**config.mk**
```make
export PLATFORM = sky130hd
export DESIGN_NAME = mem_access_unit
export DESIGN_NICKNAME = d
export VERILOG_FILES = /design/src/rtl/mem_pkg.sv /design/src/rtl/mem_access_unit_load_extract.sv /design/src/rtl/mem_access_unit.sv
export SDC_FILE = /design/constraint.sdc
export NUM_CORES = 1
export LEC_CHECK = 0
export ABC_AREA = 1
export BUFFER_PORTS_ARGS = -buffer_cell sky130_fd_sc_hd__buf_2
export CORE_ASPECT_RATIO = 0.9
export CORE_MARGIN = 1
export CORE_UTILIZATION = 54
export DETAILED_ROUTE_END_ITERATION = 7
export PLACE_DENSITY = 0.86
export SYNTH_ARGS = -nofsm -noshare
export SYNTH_HDL_FRONTEND = slang
export SYNTH_SLANG_ARGS = --single-unit
```
**constraint.sdc**
```tcl
create_clock -name clk -period 3.1 [get_ports clk]
set_input_delay 0.155 -clock clk [delete_from_list [all_inputs] [get_ports clk]]
set_output_delay 0.155 -clock clk [all_outputs]
set_load 0.02 [all_outputs]
```
**src/rtl/mem_pkg.sv**
```systemverilog
`default_nettype none
// ============================================================================
// Module  : mem_pkg
// Desc    : Shared state encoding, load-width codes and byte-enable constants.
// Rev     : 1.0 - initial release
// ============================================================================
package mem_pkg;

  typedef enum logic [1:0] {
    ST_IDLE = 2'd0,
    ST_REQ  = 2'd1,
    ST_DONE = 2'd2
  } state_t;

  localparam logic [1:0] EXTR_BYTE = 2'b01;
  localparam logic [1:0] EXTR_HALF = 2'b10;

  localparam logic [3:0] c_BE_ALL     = 4'b1111;
  localparam logic [3:0] c_BE_LO_HALF = 4'b0011;
  localparam logic [3:0] c_BE_HI_HALF = 4'b1100;
  localparam logic [3:0] c_BE_BYTE0   = 4'b0001;

endpackage
`default_nettype wire

```
**src/rtl/mem_access_unit_load_extract.sv**
```systemverilog
`default_nettype none
// ============================================================================
// Module  : load_extract
// Desc    : Selects the addressed byte/half of a read word and extends it.
// Rev     : 1.0 - initial release
// ============================================================================
module load_extract
  import mem_pkg::*;
#(
  parameter int DATA_BITS = 32
) (
  input  logic [DATA_BITS-1:0] rdata,
  input  logic [1:0]           lane,
  input  logic [1:0]           extr_word,
  input  logic                 extr_signed,
  output logic [DATA_BITS-1:0] load_data
);

  logic [7:0]  w_byte;
  logic [15:0] w_half;

  always_comb begin
    w_byte = rdata[{lane, 3'b000} +: 8];
    w_half = lane[1] ? rdata[31:16] : rdata[15:0];
    case (extr_word)
      EXTR_BYTE: load_data = {{(DATA_BITS-8){extr_signed & w_byte[7]}}, w_byte};
      EXTR_HALF: load_data = {{(DATA_BITS-16){extr_signed & w_half[15]}}, w_half};
      default:   load_data = rdata;
    endcase
  end

endmodule
`default_nettype wire

```
**src/rtl/mem_access_unit.sv**
```systemverilog
`default_nettype none
// ============================================================================
// Module  : mem_access_unit
// Desc    : MEM-stage req/ack data-memory controller with lane steering.
// Rev     : 1.0 - initial release
// ============================================================================
module mem_access_unit
  import mem_pkg::*;
#(
  parameter int DATA_BITS = 32,
  parameter int ADDR_BITS = 32,
  parameter int TIMEOUT   = 16
) (
  input  logic                 clk,
  input  logic                 rst,
  input  logic                 in_valid,
  input  logic                 mem_write,
  input  logic                 mem_to_reg,
  input  logic                 sb,
  input  logic                 sh,
  input  logic [1:0]           extr_word,
  input  logic                 extr_signed,
  input  logic [ADDR_BITS-1:0] addr,
  input  logic [DATA_BITS-1:0] wdata,
  output logic                 dm_req,
  output logic                 dm_we,
  output logic [ADDR_BITS-1:0] dm_addr,
  output logic [3:0]           dm_be,
  output logic [DATA_BITS-1:0] dm_wdata,
  input  logic                 dm_ack,
  input  logic [DATA_BITS-1:0] dm_rdata,
  output logic [DATA_BITS-1:0] load_data,
  output logic                 done,
  output logic                 busy,
  output logic                 misalign,
  output logic                 bus_err
);

  localparam int             c_CNT_W    = (TIMEOUT > 2) ? $clog2(TIMEOUT) : 1;
  localparam logic [c_CNT_W-1:0] c_CNT_LAST = c_CNT_W'(TIMEOUT - 1);

  state_t                 r_state, w_state_next;
  logic [c_CNT_W-1:0]     r_cnt, w_cnt_next;
  logic                   r_req, w_req_next;
  logic                   r_we, w_we_next;
  logic [ADDR_BITS-1:0]   r_addr, w_addr_next;
  logic [3:0]             r_be, w_be_next;
  logic [DATA_BITS-1:0]   r_wdata, w_wdata_next;
  logic [DATA_BITS-1:0]   r_ld, w_ld_next;
  logic                   r_done, w_done_next;
  logic                   r_mis, w_mis_next;
  logic                   r_berr, w_berr_next;
  logic                   r_is_load, w_is_load_next;
  logic [1:0]             r_lane, w_lane_next;
  logic [1:0]             r_extr, w_extr_next;
  logic                   r_sign, w_sign_next;

  logic                   w_start;
  logic                   w_aligned;
  logic [3:0]             w_be;
  logic [DATA_BITS-1:0]   w_wdata;
  logic [DATA_BITS-1:0]   w_extracted;

  assign w_start = in_valid & (mem_write | mem_to_reg);

  // Lane steering and alignment; a store takes priority over a load.
  always_comb begin
    w_be      = c_BE_ALL;
    w_wdata   = wdata;
    w_aligned = 1'b1;
    if (mem_write) begin
      if (sb) begin
        w_be    = c_BE_BYTE0 << addr[1:0];
        w_wdata = {4{wdata[7:0]}};
      end else if (sh) begin
        w_be      = addr[1] ? c_BE_HI_HALF : c_BE_LO_HALF;
        w_wdata   = {2{wdata[15:0]}};
        w_aligned = ~addr[0];
      end else begin
        w_aligned = (addr[1:0] == 2'b00);
      end
    end else begin
      case (extr_word)
        EXTR_BYTE: w_aligned = 1'b1;
        EXTR_HALF: w_aligned = ~addr[0];
        default:   w_aligned = (addr[1:0] == 2'b00);
      endcase
    end
  end

  load_extract #(
    .DATA_BITS (DATA_BITS)
  ) u_load_extract (
    .rdata       (dm_rdata),
    .lane        (r_lane),
    .extr_word   (r_extr),
    .extr_signed (r_sign),
    .load_data   (w_extracted)
  );

  always_comb begin
    w_state_next   = r_state;
    w_cnt_next     = r_cnt;
    w_req_next     = r_req;
    w_we_next      = r_we;
    w_addr_next    = r_addr;
    w_be_next      = r_be;
    w_wdata_next   = r_wdata;
    w_ld_next      = r_ld;
    w_done_next    = 1'b0;
    w_mis_next     = 1'b0;
    w_berr_next    = 1'b0;
    w_is_load_next = r_is_load;
    w_lane_next    = r_lane;
    w_extr_next    = r_extr;
    w_sign_next    = r_sign;
    case (r_state)
      ST_IDLE: begin
        if (w_start) begin
          if (w_aligned) begin
            w_addr_next    = {addr[ADDR_BITS-1:2], 2'b00};
            w_we_next      = mem_write;
            w_be_next      = w_be;
            w_wdata_next   = w_wdata;
            w_req_next     = 1'b1;
            w_cnt_next     = '0;
            w_is_load_next = ~mem_write;
            w_lane_next    = addr[1:0];
            w_extr_next    = extr_word;
            w_sign_next    = extr_signed;
            w_state_next   = ST_REQ;
          end else begin
            w_mis_next   = 1'b1;
            w_done_next  = 1'b1;
            w_state_next = ST_DONE;
          end
        end
      end
      ST_REQ: begin
        if (dm_ack) begin
          w_req_next   = 1'b0;
          w_done_next  = 1'b1;
          w_state_next = ST_DONE;
          if (r_is_load) begin
            w_ld_next = w_extracted;
          end
        end else if (r_cnt == c_CNT_LAST) begin
          w_req_next   = 1'b0;
          w_berr_next  = 1'b1;
          w_done_next  = 1'b1;
          w_ld_next    = '0;
          w_state_next = ST_DONE;
        end else begin
          w_cnt_next = r_cnt + 1'b1;
        end
      end
      ST_DONE: w_state_next = ST_IDLE;
      default: w_state_next = ST_IDLE;
    endcase
  end

  always_ff @(posedge clk) begin
    if (rst) begin
      r_state   <= ST_IDLE;
      r_cnt     <= '0;
      r_req     <= 1'b0;
      r_we      <= 1'b0;
      r_addr    <= '0;
      r_be      <= '0;
      r_wdata   <= '0;
      r_ld      <= '0;
      r_done    <= 1'b0;
      r_mis     <= 1'b0;
      r_berr    <= 1'b0;
      r_is_load <= 1'b0;
      r_lane    <= '0;
      r_extr    <= '0;
      r_sign    <= 1'b0;
    end else begin
      r_state   <= w_state_next;
      r_cnt     <= w_cnt_next;
      r_req     <= w_req_next;
      r_we      <= w_we_next;
      r_addr    <= w_addr_next;
      r_be      <= w_be_next;
      r_wdata   <= w_wdata_next;
      r_ld      <= w_ld_next;
      r_done    <= w_done_next;
      r_mis     <= w_mis_next;
      r_berr    <= w_berr_next;
      r_is_load <= w_is_load_next;
      r_lane    <= w_lane_next;
      r_extr    <= w_extr_next;
      r_sign    <= w_sign_next;
    end
  end

  // DONE leaves busy low so EX/MEM advances at the end of the completion cycle.
  assign busy      = (r_state == ST_REQ) | ((r_state == ST_IDLE) & w_start);
  assign dm_req    = r_req;
  assign dm_we     = r_we;
  assign dm_addr   = r_addr;
  assign dm_be     = r_be;
  assign dm_wdata  = r_wdata;
  assign load_data = r_ld;
  assign done      = r_done;
  assign misalign  = r_mis;
  assign bus_err   = r_berr;

endmodule
`default_nettype wire
```
; ---- Word level (Yosys, flattened, before mapping)
; Cells that the tools add are included.
[totals]
reg_bits = 115
in_bits = 107
[op_classes]
n_addsub = 1
n_eq_ne = 12
shifts = 2
mux = 36
bitwise = 10
n_reduce_logical = 11
[ops]
columns = operator, count
row1 = $mux 32, 6
row2 = $pmux 32 s2, 1
row3 = $mux 4, 8
row4 = $shiftx 32x6->8, 1
row5 = $mux 16, 1
row6 = $mux 1, 11
row7 = $mux 2, 4
row8 = $ne 2x2->1 const B, 4
row9 = $pmux 4 s2, 1
row10 = $eq 2x1->1 const B, 3
row11 = $pmux 1 s2, 3
row12 = $reduce_and 3->1, 2
row13 = $reduce_and 5->1, 1
row14 = $add 4x1->4 const B, 1
row15 = $and 1x1->1, 4
row16 = $eq 2x2->1 const B, 2
row17 = $eq 4x4->1 const B, 1
row18 = $logic_not 2->1, 2
row19 = $not 1->1, 4
row20 = $pmux 2 s2, 1
row21 = $reduce_and 4->1, 1
row22 = $reduce_bool 2->1, 2
row23 = $shl 1x2->4 const A, 1
row24 = $ne 3x3->1 const B, 1
row25 = other kinds (5), 6

; ---- Logic depth before layout (Yosys ltp)
[depth]
ltp_word = 7
ltp_mapped = 13

; ---- Modules after synthesis
; From an unflattened synthesis, not the netlist that was laid out.
[hier_totals]
cells_unflattened = 815
area_unflattened_um2 = 5564.1
[by_module_without_submodules]
columns = mod, instances, cells_each, area_per_inst_um2
row1 = mem_access_unit, 1, 652, 4808.4
row2 = load_extract, 1, 163, 755.7

; ---- Worst setup path before layout
; Ideal clock, no wire load.
[synth_path]
path_type = reg2reg
from = register r_extr[0]
to = register r_ld[6] (netlist: load_data[6])
t_arrival_ns = 1.496
slack_ns = 1.472
stages_incl_launch_ff = 11
path_buffers = 2
period_less_slack_ns = 1.628
path_cell_list = dfxtp_1 inv_1 ha_1 buf_2 inv_1 clkbuf_1 o21ai_0 o21ai_0 nand2_1 nand2_1 a21oi_1
[synth_between]
elab_chain_len = 4
[synth_rtl]
columns = element, line_no
row1 = "start, declared", mem_access_unit.sv:55  ; logic [1:0] r_extr, w_extr_next;
row2 = "start signal, assigned", mem_access_unit.sv:193  ; r_extr <= w_extr_next;
row3 = $eq 2x2->1 / $eq 2x1->1 (equally long branches), mem_access_unit_load_extract.sv:25  ; case (extr_word)
row4 = $pmux 32 s2 *, mem_access_unit_load_extract.sv:25
row5 = $mux 32 *, mem_access_unit.sv:144  ; if (r_is_load) begin
row6 = $mux 32 *, mem_access_unit.sv:140  ; if (dm_ack) begin
row7 = "end signal, assigned", mem_access_unit.sv:187  ; r_ld <= w_ld_next;
row8 = "end, declared", mem_access_unit.sv:49  ; logic [DATA_BITS-1:0] r_ld, w_ld_next;
; Every way passes the cells marked *; elsewhere a longest branch is shown, timed or not. The select of a mux whose other input is x is not followed.
; A chain may end at the register's enable or synchronous reset.

; ---- Worst setup path after layout
[layout_path]
from = register r_extr[0]
to = register r_ld[17] (netlist: load_data[17])
; Same word-level chain as after synthesis.

==> impl_metrics.csv <==
group,metric,value,unit
status,status,"completed",
cts,numClockSinks,115,
timing,worst_clock_skew,7.68,ps
floorplanning,core_area,10300,um2
floorplanning,die-area,11000,um2
drt,first_pass_iters,5,
timing,worst_slack,719,ps
cts,cts_root_buf,"clkbuf_16",
hold_path,min_to,"dm_addr[21]",
timing,finalCritPeriodShare,0.768,
worst_setup_path,start_kind,"flip-flop",
yosys,syn_inst,806,
cts,holdBufCountCts,13,
timing,rsz0062_at_grt,"no",
place,gp_congestion,0.898,
cts,cts_buffers,17,
cts,cts_max_level,4,
drt,top_layer_used,"met4",
yosys,synth-edff-count,0,
drt,dr_wl_met3,1510,um
worst_setup_path,worst-path-max-fanout,31,
yosys,yosysWarningCount,0,
timing,hold_viol,0,
drt,wl_met1,7120,um
worst_setup_path,critPathRequiredTime,3380,ps
grt,antenna_found_initial,0,
timing,hold_ws,10.9,ps
yosys,seq_area_frac_synth,0.402,
yosys,ys_types,38,
finish,area_growth,29.1,%
cts,clk_pin_slew_worst_paths,60,ps
worst_setup_path,reg2reg_to,"load_data[17]",
hold_path,hp-class,"in2reg",
place,port_buffers,210,
yosys,synth-seq-cells,115,
cts,postCtsSetupBuffers,0,
run,maxCapViolations,0,
drt,wl,16900,um
drt,drc_errors,0,
timing,setup-tns-final,0,ps
timing,fmax,0.420,GHz
cts,cts_tree,"built",
drt,wl_met2,7750,um
yosys,netlist_top_cells_area,"dfxtp_1 40%, nand2_1 14%, a21oi_1 11%",
place,place_ws,760,ps
timing,worst_pin_slew,889,ps
grt,grt_pass1_vias,5875,
cts,cts_resized,0,
yosys,avgSynthCellArea,7.10,um2
cts,clkLatencyLatePin,410,ps
hold_path,hold_start,"addr[21]",
floorplanning,dieHeight,99.6,um
worst_setup_path,timing.rr.start,"r_extr[0]",
timing,slew_viol_final,0,
hold_path,min_path_cells,3,
drt,vias,6212,
power,power_density,600,nW/um2
grt,grt_max_degree,83,
floorplanning,die_x,110,um
worst_setup_path,cp.arrival,2660,ps
timing,slew_headroom,0.407,
power,ir_worst_vdd,0.000440,V
drt,viasPerCell,5.46,
timing,post-route-min-period,2380,ps
drt,drt-initial-drc-count,526,
yosys,synth_common_cells,"214 x nand2_1, 122 x a21oi_1, 115 x dfxtp_1",
yosys,synth_flop_cell,"dfxtp_1",
yosys,yosysMostFrequentCell,"nand2_1",
floorplanning,rows,35,
drt,detail-route-antenna-nets,0,
grt,grt_usage,0.311,
cts,clock_path_buffers,2,
finish,diodes,0,
timing,setup_viol,0,
yosys,synthArstFlopShare,0,
grt,grt-ovfl-total,0,
floorplanning,io_pins,213,
place,dpl.hpwl,10700,um
finish,drive_gt1_frac,0.289,
worst_setup_path,crit_type,"reg2reg",
worst_setup_path,r2r_cells,6,
yosys,synth_area,5720,um2
floorplanning,start_util,0.556,
power,p_leak,3.40,nW
yosys,yosys.area.top_type_share,0.402,
grt,grt_pass1_wl,27600,um
finish,nets,1109,
power,power.total,4.43,mW
drt,wl_per_cell,14.9,um
yosys,yosys.area.top_type,"dfxtp_1",
worst_setup_path,r2r_slack,720,ps
worst_setup_path,end_kind,"flip-flop",
worst max path at each step:
| stage | start | to | cells past startpoint |
|---|---|---|---|
| after floorplan | r_extr[0] | load_data[6] | 10 |
| after global placement | r_extr[0] | load_data[29] | 6 |
| after detailed placement | r_extr[0] | load_data[22] | 6 |
| after CTS | r_extr[0] | load_data[17] | 6 |
| after global routing | r_extr[0] | load_data[20] | 6 |
| final | r_extr[0] | load_data[17] | 6 |
worst max-delay path: stages (launching register included):
cell	delay, ps
dfxtp_1	330
inv_1	60
ha_1	530
inv_1	760
nand3_4	350
nand2_1	150
a21oi_1	70
final cells by class:
cell class / instances / area, um2
fill: 831 / 2910
timing repair buffer: 229 / 1230
clock buffer: 21 / 440
multi-input combinational: 585 / 2880
inverter: 49 / 186
clock inverter: 10 / 183
tap: 129 / 161
sequential: 115 / 2300
state kept, by name (all words and copies together) (netlist names), 2 cells and up:
register,flops
r_extr,2
dm_be,4
r_lane,2
r_cnt,4
load_data,32
r_state,2
dm_addr,30
dm_wdata,32
power breakdown:
| part | switching (mW) | leakage (nW) | internal, mW |
|---|---|---|---|
| sequential | 0.0396 | 0.934 | 1.55 |
| combinational | 0.506 | 2.18 | 0.244 |
| clock | 0.676 | 0.293 | 1.42 |
cells by family (layout without fill, tap and decap cells):
group                      after synthesis  after routing  share of synthesized area
and+or+nand+nor                        380            380                      0.306
AOI/OAI and AO/OA                      197            197                      0.184
DFF                                    115            115                      0.402
buffers and inverters                  107            309                     0.0943
adders and majority gates                5              5                     0.0109
other                                    1              2                   0.000656
xor gates and xnor gates                 1              1                    0.00153
layout by cell type (no fill, tap or decap), drive strengths merged:
master and n:
nand3 111, clkinv 4, dfxtp 115, nor2 44, inv 47, clkbuf 21, o21ai 61, nor4 1
ha 5, nand2 218, dlygate4sd3 13, xnor2 1, clkinvlp 3, a21oi 132, nand3b 1, buf 216
conb 2, bufinv 5, a31o 1, nand4 4, nor3 1, o211ai 3
layer usage:
metal  GRT usage  up-vias
met5           0        -
met4       0.142        0
met3      0.0981       50
met2       0.498      306
met1       0.385     2807
li1            -     3049
per-stage QoR:
step | instance area [um2] | cells | utilization
floorplan | 5720 | 807 | -
global placement | 6630 | 1094 | 0.644
detailed placement | 6630 | 1094 | 0.644
CTS | 7380 | 1138 | 0.718
global route | 7380 | 1138 | 0.718
finish | 7380 | 1138 | 0.718
Note: power is estimated with default switching activity, not from simulation.
